### src/rtl/mac_accumulator.sv
`default_nettype none
// ============================================================================
// Module      : mac_accumulator
// Description : Sequencer and accumulator placed after a shift-and-add
//               multiplier. It accepts an operand pair, loads and starts the
//               multiplier, waits for Finish, adds the product into a running
//               sum and then releases the multiplier. Only one product is in
//               flight at a time.
// Revision    : 1.0 - initial release
// ============================================================================
module mac_accumulator #(
  parameter int N     = 32,
  parameter int ACC_W = 72,   // must be >= 2*N
  parameter int CNT_W = 8
) (
  input  logic             clk,
  input  logic             reset,
  input  logic             in_valid,
  output logic             in_ready,
  input  logic [N-1:0]     in_a,
  input  logic [N-1:0]     in_b,
  input  logic             clear,
  output logic [N-1:0]     mul_da,
  output logic [N-1:0]     mul_db,
  output logic             mul_la,
  output logic             mul_lb,
  output logic             mul_s,
  input  logic [2*N-1:0]   mul_p,
  input  logic             mul_finish,
  output logic [ACC_W-1:0] acc,
  output logic [CNT_W-1:0] acc_count,
  output logic             ovf,
  output logic             busy
);

  typedef enum logic [2:0] {
    S_IDLE    = 3'd0,
    S_LOAD    = 3'd1,
    S_RUN     = 3'd2,
    S_ACCUM   = 3'd3,
    S_RELEASE = 3'd4
  } state_t;

  state_t             state_q, state_d;
  logic [N-1:0]       da_q, da_d;
  logic [N-1:0]       db_q, db_d;
  logic [ACC_W-1:0]   acc_q, acc_d;
  logic [CNT_W-1:0]   cnt_q, cnt_d;
  logic               ovf_q, ovf_d;

  // One extra bit on top of the accumulator captures the carry for ovf.
  logic [ACC_W:0]     acc_sum;
  assign acc_sum = (ACC_W+1)'(acc_q) + (ACC_W+1)'(mul_p);

  // Next-state and operand latching; operands only change on an accept.
  always_comb begin
    state_d = state_q;
    da_d    = da_q;
    db_d    = db_q;
    case (state_q)
      S_IDLE: begin
        if (in_valid) begin
          da_d    = in_a;
          db_d    = in_b;
          state_d = S_LOAD;
        end
      end
      S_LOAD:    state_d = S_RUN;
      S_RUN:     if (mul_finish) state_d = S_ACCUM;
      S_ACCUM:   state_d = S_RELEASE;
      S_RELEASE: if (!mul_finish) state_d = S_IDLE;
      default:   state_d = S_IDLE;
    endcase
  end

  // Accumulator update; clear during ACCUM restarts the sum from this product.
  always_comb begin
    acc_d = acc_q;
    cnt_d = cnt_q;
    ovf_d = ovf_q;
    if (state_q == S_ACCUM) begin
      if (clear) begin
        acc_d = ACC_W'(mul_p);
        cnt_d = CNT_W'(1);
        ovf_d = 1'b0;
      end else begin
        acc_d = acc_sum[ACC_W-1:0];
        cnt_d = (cnt_q == {CNT_W{1'b1}}) ? cnt_q : cnt_q + CNT_W'(1);
        ovf_d = ovf_q | acc_sum[ACC_W];
      end
    end else if (clear) begin
      acc_d = '0;
      cnt_d = '0;
      ovf_d = 1'b0;
    end
  end

  // State and datapath registers with synchronous reset.
  always_ff @(posedge clk) begin
    if (reset) begin
      state_q <= S_IDLE;
      da_q    <= '0;
      db_q    <= '0;
      acc_q   <= '0;
      cnt_q   <= '0;
      ovf_q   <= 1'b0;
    end else begin
      state_q <= state_d;
      da_q    <= da_d;
      db_q    <= db_d;
      acc_q   <= acc_d;
      cnt_q   <= cnt_d;
      ovf_q   <= ovf_d;
    end
  end

  // Control outputs are pure decodes of the state register.
  assign in_ready  = (state_q == S_IDLE);
  assign busy      = (state_q != S_IDLE);
  assign mul_la    = (state_q == S_LOAD);
  assign mul_lb    = (state_q == S_LOAD);
  assign mul_s     = (state_q == S_RUN) || (state_q == S_ACCUM);
  assign mul_da    = da_q;
  assign mul_db    = db_q;
  assign acc       = acc_q;
  assign acc_count = cnt_q;
  assign ovf       = ovf_q;

endmodule
`default_nettype wire

### config.mk
export PLATFORM = sky130hd
export DESIGN_NAME = mac_accumulator
export DESIGN_NICKNAME = d
export VERILOG_FILES = /design/src/rtl/mac_accumulator.sv
export SDC_FILE = /design/constraint.sdc
export NUM_CORES = 1
export LEC_CHECK = 0
export CAP_MARGIN = 10
export CORE_ASPECT_RATIO = 0.7
export CORE_MARGIN = 5
export CORE_UTILIZATION = 53
export CTS_BUF_LIST = sky130_fd_sc_hd__clkbuf_16
export DETAILED_ROUTE_END_ITERATION = 8
export PLACE_DENSITY = 0.88
export SYNTH_ARGS = -nofsm -noshare
export SYNTH_HDL_FRONTEND = slang
export SYNTH_SLANG_ARGS = --single-unit
export TNS_END_PERCENT = 1
### constraint.sdc
create_clock -name clk -period 6.22 [get_ports clk]
set_input_delay 1.244 -clock clk [delete_from_list [all_inputs] [get_ports clk]]
set_output_delay 1.244 -clock clk [all_outputs]
set_load 0.1 [all_outputs]
# Word-level counts from Yosys, hierarchy flattened
# Cells that the tools add are included.
# op_classes
addsub	2
eq_ne	9
mux	14
bitwise_logic	1
n_reduce_logical	7
# ops
op	n
two-way mux 72 bit	3
adder 72 x 64 -> 73 bit	1
two-way mux 8 bit	4
one-hot mux 3 bit (5 select lines)	1
two-way mux 3 bit	3
adder 8 x 1 -> 8 bit (second input constant)	1
== test 8 bit (second input constant)	1
inequality test 2 bit (second input constant)	4
== test 3 x 2 -> 1 bit (second input constant)	2
AND reduction 2 bit	2
== test 3 x 1 -> 1 bit (second input constant)	1
== test 3 bit (second input constant)	1
zero test 3 bit	1
two-way mux 1 bit	3
AND reduction 3 bit	1
nonzero test 3 bit	1
nonzero test 2 bit	1
logical OR 1 bit	1
OR 1 bit	1
# totals
register_bits	148
wordCells	39

# Longest topological paths before layout
# Gate-level depths: netlist of the first run.
# logic_depth
ltp_word	4
ltp_mapped	12
mapped_depth_nobuf	12

# Least setup slack after synthesis of the first run
# OpenSTA, ideal clock, no wires.
# synth_path
path_type	register -> output
from	reg state_q[1]
to	out busy
t_arrival_ps	3952
slack_ps	1024
stages_incl_launch_ff	4
n_path_buf	1
cell_sequence	dfxtp_1 -> clkbuf_1 -> nor3_1 -> inv_1
# synth_between
elab_chain_cells	1
# synth_lines
element	line_no	rtl
start: declaration	44	state_t state_q, state_d;
start signal: assignment	108	state_q <= state_d;
nonzero test 3 bit	119	assign busy = (state_q != S_IDLE);
end: declaration	33	output logic busy
# No other way between the ends.

# Final worst setup path of the first run
# layout_path
from	in mul_p[9]
to	reg acc_q[50], in the netlist acc[50]
# layout_between
elab_chain_cells	3
# layout_lines
element	line_no	rtl
start: declaration	28	input logic [2*N-1:0] mul_p,
adder 72 x 64 -> 73 bit	53	assign acc_sum = (ACC_W+1)'(acc_q) + (ACC_W+1)'(mul_p);
two-way mux 72 bit	82	if (clear) begin
two-way mux 72 bit	81	if (state_q == S_ACCUM) begin
end signal: assignment	104	acc_q <= '0;
end signal: assignment	111	acc_q <= acc_d;
end: declaration	47	logic [ACC_W-1:0] acc_q, acc_d;
# No other way between the ends.
# A chain may end at the register's enable or synchronous reset.

==> summary.md, run 1 <==
| Metric | Value |
|---|---|
| Relative slew slack | `0.181` |
| Overall routed net length | `37600 µm` |
| Inserted Diodes | `0` |
| DR WL/cell | `20.0 µm` |
| Synthesized area per cell | `7.41 µm²` |
| Largest family of logic cells by synthesized area | `compound AO/OA/AOI/OAI gates` |
| Final min period | `4150 ps` |
| Arrival @ worst endpoint | `4460 ps` |
| Cts repair resizes | `0` |
| Cell row count | `42` |
| Post-place setup slack | `1760 ps` |
| First-pass GRT wire length | `58400 µm` |
| Post-synthesis xor/xnor area fraction | `0.0453` |
| Starting Density | `0.541` |
| Die area | `22300 µm²` |
| Yosys reg bits | `148` |
| Nets | `1800` |
| Tcrit/Tclk final | `0.668` |
| Leak Pwr | `5.06 nW` |
| VDD IR max | `0.188 mV` |
| Vias | `11717` |
| GPL Wtd Cong | `1.06` |
| Syn Nets | `1583` |
| Ys flop type | `dfxtp_1` |
| Post-synthesis mux area share | `0.00695` |
| Measured slew at the worst slew-check pin | `1230 ps` |
| Reg2Reg Depth | `10` |
| Number of routed nets with antenna violations | `0` |
| Final critical-path setup slack | `2070 ps` |
| Crit. End Element | `flop` |
| Post-synth ARST share | `0` |
| Worst Setup SP | `mul_p[9]` |
| Grt ovf | `0` |
| Compound-Gate Fraction of Synth Area | `0.278` |
| Synth Instances | `1384` |
| Vias in the first global route | `10728` |
| Critical path startpoint category | `input port` |
| Final Power | `3.05 mW` |
| Status | `complete, no violations` |
| # clock sinks | `148` |
| Final Max Slew Viols | `0` |
| Leading area contributor after synthesis | `dfxtp_1` |
| Final setup fails | `0` |
| CP Class | `input port to flop` |
| Fin Setup TNS | `0 ps` |
| Slowest-stage cell, CP | `clkdlybuf4s50_1` |
| Final Cell Area | `13600 µm²` |
| Adder-cell share of the synthesized area | `0.0812` |
| Synth top cells by count | `257 x nand2_1, 196 x a21oi_1, 148 x dfxtp_1, 87 x nor2_1, 65 x ha_1` |
| Largest net degree at the start of global routing | `89` |
| Clock Tree Buf Depth | `2` |
| RSZ-0062 raised after global routing | `false` |
| Top cells by area, synth | `dfxtp_1 29%, a21oi_1 9.6%, nand2_1 9.4%, ha_1 7.9%, nor2_1 3.2%` |
| Mapped Area | `10300 µm²` |
| Die outline width | `176 µm` |
| Sequential area share after synthesis | `0.289` |
| Via/cell ratio | `6.24` |
| Share of cells above drive strength 1 | `0.0452` |
| Post-CTS Hold Buffers | `0` |
| Hold Violations, Final | `0` |
| Hold Path Class | `flop to flop` |
| 1st-iter DRT viols | `1423` |
| Cell Chain, Critical Path | `clkdlybuf4s50_1 > ha_1 > a21oi_1 > o211a_1 > o221ai_1 > nor2_1 > o21ai_1 > a31oi_1 > o21ai_1 > nor4b_1 > or3_1` |
| DP Area | `13000 µm²` |
| Achievable Freq | `0.241 GHz` |
| Worst Path Max Fanout | `8` |
| Reg2reg start | `acc[9]$_SDFFE_PP0P_` |
| Yosys top cell area share | `0.289` |
| CP max stage delay | `460 ps` |
| Post-synth EDFFs | `0` |
| Clk pin slew, worst setup/hold paths | `70 ps` |
| Crit path to | `acc[50]$_SDFFE_PP0P_` |
| DRC | `0` |
| Top-count cell post-synth | `nand2_1` |
| Flop-to-flop setup slack | `3020 ps` |
| Clock root buffer | `clkbuf_16` |
| PwrDens | `223 nW/µm²` |
| Die H | `126 µm` |
| Critical Path RT | `6530 ps` |
| Core Area | `19000 µm²` |
| H-tree levels | `4` |
| Ys Warns | `0` |
| Fin Clk Skew | `20.2 ps` |
| P&R area growth vs syn | `32.9%` |
| TritonCTS clock tree | `done` |
| Max_cap viols | `0` |
| Skew-Pair Late Insertion Delay | `440 ps` |
| Port bufs | `282` |
| Final HPWL DP | `28100 µm` |
| Antenna violations before repair | `0` |
| R2R Path End | `acc[50]$_SDFFE_PP0P_` |
| Global-route usage over all layers | `0.320` |
| Drt pass-1 iters | `6` |
| Post-Synth Simple-Gate Area | `0.247` |
| I/O Pins | `283` |
| CTS buffer count | `17` |
| Most frequent CP cell | `o21ai_1` |
| Post-CTS Setup Bufs | `0` |
| Netlist cell types | `83` |
[cell families (layout without fill, tap and decap cells)]
group	Yosys count	after routing
compound gates	456	456
xor+xnor	53	53
fa+ha+maj	66	66
buf+inv	114	344
flops	148	148
mux	7	7
simple gates	540	540
[state kept, by name, indices dropped and copies added, names as in the netlist]
| register | count |
|---|---|
| mul_db | 32 |
| acc | 72 |
| acc_count | 8 |
| state_q | 3 |
| ovf | 1 |
| mul_da | 32 |
[layout by cell type (no fill, tap or decap), drive strengths merged, types with 17 or more instances in the layout]
cell type / instances
xnor2: 29
a31oi: 32
o21ai: 63
clkbuf: 17
xor2: 24
a21o: 26
ha: 65
nor2: 89
inv: 31
nand2: 258
nand4: 32
a21oi: 200
a22oi: 20
nand3: 33
clkdlybuf4s50: 280
dfxtp: 148
nor3: 20
[worst max-delay path, delay by kind of cell]
family	cells	cell delay, ps
buffers and inverters	1	460
adders and majority gates	1	430
and+or+nand+nor	3	930
AOI/OAI and AO/OA	6	1390
[worst min path at each step]
stage,cells after the start,to,slack [ps],from
floorplan,1,state_q[1]$_SDFFE_PP0P_,510,state_q[2]$_SDFFE_PP0P_
global placement,2,mul_db[13]$_SDFFE_PP0P_,440,mul_db[13]$_SDFFE_PP0P_
detailed placement,2,mul_da[23]$_SDFFE_PP0P_,450,mul_da[23]$_SDFFE_PP0P_
CTS,2,mul_db[18]$_SDFFE_PP0P_,450,mul_db[18]$_SDFFE_PP0P_
global route,2,mul_da[23]$_SDFFE_PP0P_,470,mul_da[23]$_SDFFE_PP0P_
finish,2,mul_db[18]$_SDFFE_PP0P_,450,mul_db[18]$_SDFFE_PP0P_
[power by group]
group          total, mW  leakage, nW  switching, mW  internal (mW)
Sequential          1.02         1.20         0.0291          0.992
Combinational      0.924         3.55          0.654          0.270
Clock               1.10        0.301          0.489          0.612
Total               3.05         5.06           1.17           1.87
[layout make-up]
cell class                      instances  area (µm²)
Clock buffer                           17         425
Clock inverter                         15         189
Fill cell                            1473        5340
Inverter                               23        86.3
Multi-Input combinational cell       1122        6760
Sequential cell                       148        2960
Tap cell                              264         330
Timing Repair Buffer                  289        2880
[through the flow]
step,util,std cells,hold slack (ps)
2_1_floorplan,-,1384,509
3_3_place_gp,0.685,1845,440
3_5_place_dp,0.685,1845,445
4_1_cts,0.717,1877,455
5_1_grt,0.719,1878,473
6_report,0.719,1878,452
[per-layer routing]
metal  vias up  GRT usage  share of wire
met5         -          0              0
met2       752      0.471           0.42
li1       5454          -              -
met4         0     0.0655          0.018
met1      5454      0.461           0.43
met3        57      0.102           0.13
(Power assumes the default switching activity.)
==> inputs of run 2 (changes only) <==
--- a/config.mk
+++ b/config.mk
@@ -8,10 +8,10 @@
 export CAP_MARGIN = 10
 export CORE_ASPECT_RATIO = 0.7
 export CORE_MARGIN = 5
-export CORE_UTILIZATION = 53
+export CORE_UTILIZATION = 45
 export CTS_BUF_LIST = sky130_fd_sc_hd__clkbuf_16
 export DETAILED_ROUTE_END_ITERATION = 8
-export PLACE_DENSITY = 0.88
+export PLACE_DENSITY = 0.8
 export SYNTH_ARGS = -nofsm -noshare
 export SYNTH_HDL_FRONTEND = slang
 export SYNTH_SLANG_ARGS = --single-unit
==> constraint.sdc (replaced) <==
create_clock -name clk -period 3.8 [get_ports clk]
set_input_delay 0.76 -clock clk [delete_from_list [all_inputs] [get_ports clk]]
set_output_delay 0.76 -clock clk [all_outputs]
set_load 0.1 [all_outputs]
==> summary.md, run 2 (same netlist as run 1, synthesis figures left out) <==
| Metric | Value |
|---|---|
| Kind of cell adding the most delay to the critical path | `simple AND/OR/NAND/NOR gates (was compound AO/OA/AOI/OAI gates)` |
| Core Area | `22600 µm² (was 19000 µm²)` |
| VDD IR max | `0.291 mV (was 0.188 mV)` |
| Arrival @ worst endpoint | `3960 ps (was 4460 ps)` |
| TritonCTS clock tree | `done (unchanged)` |
| Cell row count | `46 (was 42)` |
| Share of cells above drive strength 1 | `0.0790 (was 0.0452)` |
| Top Layer Used | `met4 (unchanged)` |
| I/O Pins | `283 (unchanged)` |
| Final Max Slew Viols | `0 (unchanged)` |
| Drt pass-1 iters | `6 (unchanged)` |
| Fin Setup TNS | `0 ps (unchanged)` |
| Critical Path RT | `4170 ps (was 6530 ps)` |
| Final setup fails | `0 (unchanged)` |
| CTS buffer count | `17 (unchanged)` |
| Grt ovf | `0 (unchanged)` |
| Skew-Pair Late Insertion Delay | `430 ps (was 440 ps)` |
| Final min period | `3590 ps` |
| Vias | `11650 (was 11717)` |
| Hold Violations, Final | `0 (unchanged)` |
| Critical path startpoint category | `input port (unchanged)` |
| Most common cell after layout, fill and taps aside | `clkdlybuf4s50_1 (unchanged)` |
| Relative slew slack | `0.295 (was 0.181)` |
| Cts repair resizes | `0 (unchanged)` |
| Vias in the first global route | `10825 (was 10728)` |
| Clock root buffer | `clkbuf_16 (unchanged)` |
| Inserted Diodes | `0 (unchanged)` |
| Most frequent cells in the layout | `276 x clkdlybuf4s50_1, 256 x nand2_1, 196 x a21oi_1, 148 x dfxtp_1, 87 x nor2_1 (was 280 x clkdlybuf4s50_1, 256 x nand2_1, 196 x a21oi_1, 148 x dfxtp_1, 87 x nor2_1)` |
| Max_cap viols | `0 (unchanged)` |
| H-tree levels | `4 (unchanged)` |
| Fill cells | `1982 (was 1473)` |
| Tcrit/Tclk final | `0.945` |
| DRC | `0 (unchanged)` |
| RSZ-0062 raised after global routing | `false (unchanged)` |
| CP Class | `input port to flop (unchanged)` |
| DR WL/cell | `18.8 µm (was 20.0 µm)` |
| P&R area growth vs syn | `37.2% (was 32.9%)` |
| Slowest-stage cell, CP | `nor4_1 (was clkdlybuf4s50_1)` |
| Overall routed net length | `37300 µm (was 37600 µm)` |
| DR WL met2 | `15800 µm (was 16000 µm)` |
| Via/cell ratio | `5.87 (was 6.24)` |
| Crit. End Element | `flop (unchanged)` |
| First-pass GRT wire length | `57400 µm (was 58400 µm)` |
| CP max stage delay | `520 ps (was 460 ps)` |
| Largest net degree at the start of global routing | `83 (was 89)` |
| Die H | `136 µm (was 126 µm)` |
| Leak Pwr | `5.33 nW (was 5.06 nW)` |
| Status | `complete, no violations (unchanged)` |
| DR WL met3 | `3910 µm (was 4860 µm)` |
| Achievable Freq | `0.278 GHz` |
| Placed Instances | `1951 (was 1845)` |
| 1st-iter DRT viols | `1053 (was 1423)` |
| # clock sinks | `148 (unchanged)` |
| Post-CTS Hold Buffers | `0 (unchanged)` |
| Crit path buf inv count | `2 (was 1)` |
| Starting Density | `0.455 (was 0.541)` |
| Antenna violations before repair | `0 (unchanged)` |
| Hold Path Class | `flop to flop (unchanged)` |
| Worst Path Max Fanout | `6 (was 8)` |
| Clock Tree Buf Depth | `2 (unchanged)` |
| Die area | `26000 µm² (was 22300 µm²)` |
| GPL Wtd Cong | `1.00 (was 1.06)` |
| Clk pin slew, worst setup/hold paths | `60 ps (was 70 ps)` |
| Number of routed nets with antenna violations | `0 (unchanged)` |
| Fin Clk Skew | `11.3 ps (was 20.2 ps)` |
| Max reg flops | `72 (unchanged)` |
| M1 WL | `16900 µm (was 16200 µm)` |
| Post-CTS Setup Bufs | `0 (unchanged)` |
| Port bufs | `282 (unchanged)` |
| Die outline width | `190 µm (was 176 µm)` |
| Final HPWL DP | `28300 µm (was 28100 µm)` |
| Global-route usage over all layers | `0.272 (was 0.320)` |
| Cell Chain, Critical Path | `clkdlybuf4s50_1 > ha_1 > nand2_1 > nor4_1 > buf_4 > nand4b_1 > nor3_1 > a31oi_1 > o2111ai_1 > nand4b_1 > or3_1 > nand2_1 (was clkdlybuf4s50_1 > ha_1 > a21oi_1 > o211a_1 > o221ai_1 > nor2_1 > o21ai_1 > a31oi_1 > o21ai_1 > nor4b_1 > or3_1)` |
| Post-Layout Cell Count | `1983 (was 1878)` |
| Measured slew at the worst slew-check pin | `1050 ps (was 1230 ps)` |
| PwrDens | `348 nW/µm² (was 223 nW/µm²)` |
| Nets | `1858 (was 1800)` |
[run 2: changes by cell type in the layout (fill, tap and decap cells not counted), sizes merged]
| cell | before | now |
|---|---|---|
| inv | 31 | 27 |
| clkinvlp | 1 | 3 |
| clkdlybuf4s50 | 280 | 276 |
| clkinv | 4 | 5 |
| buf | 9 | 71 |
[run 2: final timing paths]
kind                           start  slack, ps  cells past startpoint                 endpoint
max                        mul_p[41]        210                     12     acc[68]$_SDFFE_PP0P_
min          mul_db[23]$_SDFFE_PP0P_        450                      2  mul_db[23]$_SDFFE_PP0P_
max reg2reg     acc[41]$_SDFFE_PP0P_        650                     11     acc[68]$_SDFFE_PP0P_
min reg2reg  mul_db[23]$_SDFFE_PP0P_        450                      2  mul_db[23]$_SDFFE_PP0P_
[run 2: worst reg2reg max path, cell delays in order, from the launching register on]
cell	delay, ps
dfxtp_1	330
ha_1	410
nand2_1	120
nor4_1	520
buf_4	210
nand4b_1	160
nor3_1	210
a31oi_1	240
o2111ai_1	340
nand4b_1	150
or3_1	320
nand2_1	70
[run 2: where the power goes]
part | internal, mW | switching [mW] | leakage (nW)
combinational | 0.471 | 1.07 | 3.85
sequential | 1.62 | 0.0477 | 1.20
clock | 0.959 | 0.726 | 0.276
total | 3.06 | 1.85 | 5.33
[run 2: layout make-up]
type	instances	area [µm²]	share of cell area
multi-input cells	1122	6760	0.481
repair buffers	347	3310	0.235
inverters	23	86.3	0.00614
clock inverters	14	139	0.00987
well taps	312	390	0.0277
flip-flops and latches	148	2960	0.211
clock buffers	17	425	0.0302
[run 2: metrics by stage]
step | hold WS, ps | setup slack [ps] | area, µm² | power (mW) | utilization
detailed placement | 446 | -84.7 | 13500 | 3.22 | 0.598
global placement | 441 | -112 | 13500 | 3.21 | 0.598
CTS | 454 | 348 | 14100 | 4.90 | 0.623
global route | 470 | 125 | 14100 | 5.08 | 0.624
floorplan | 525 | -284 | 10300 | 2.76 | -
finish | 454 | 207 | 14100 | 4.90 | 0.624
[run 2: layer usage]
layer,vias up,global-route usage
li1,5572,-
met1,5421,0.392
met2,597,0.403
met3,60,0.0798
met4,0,0.0602
met5,-,0
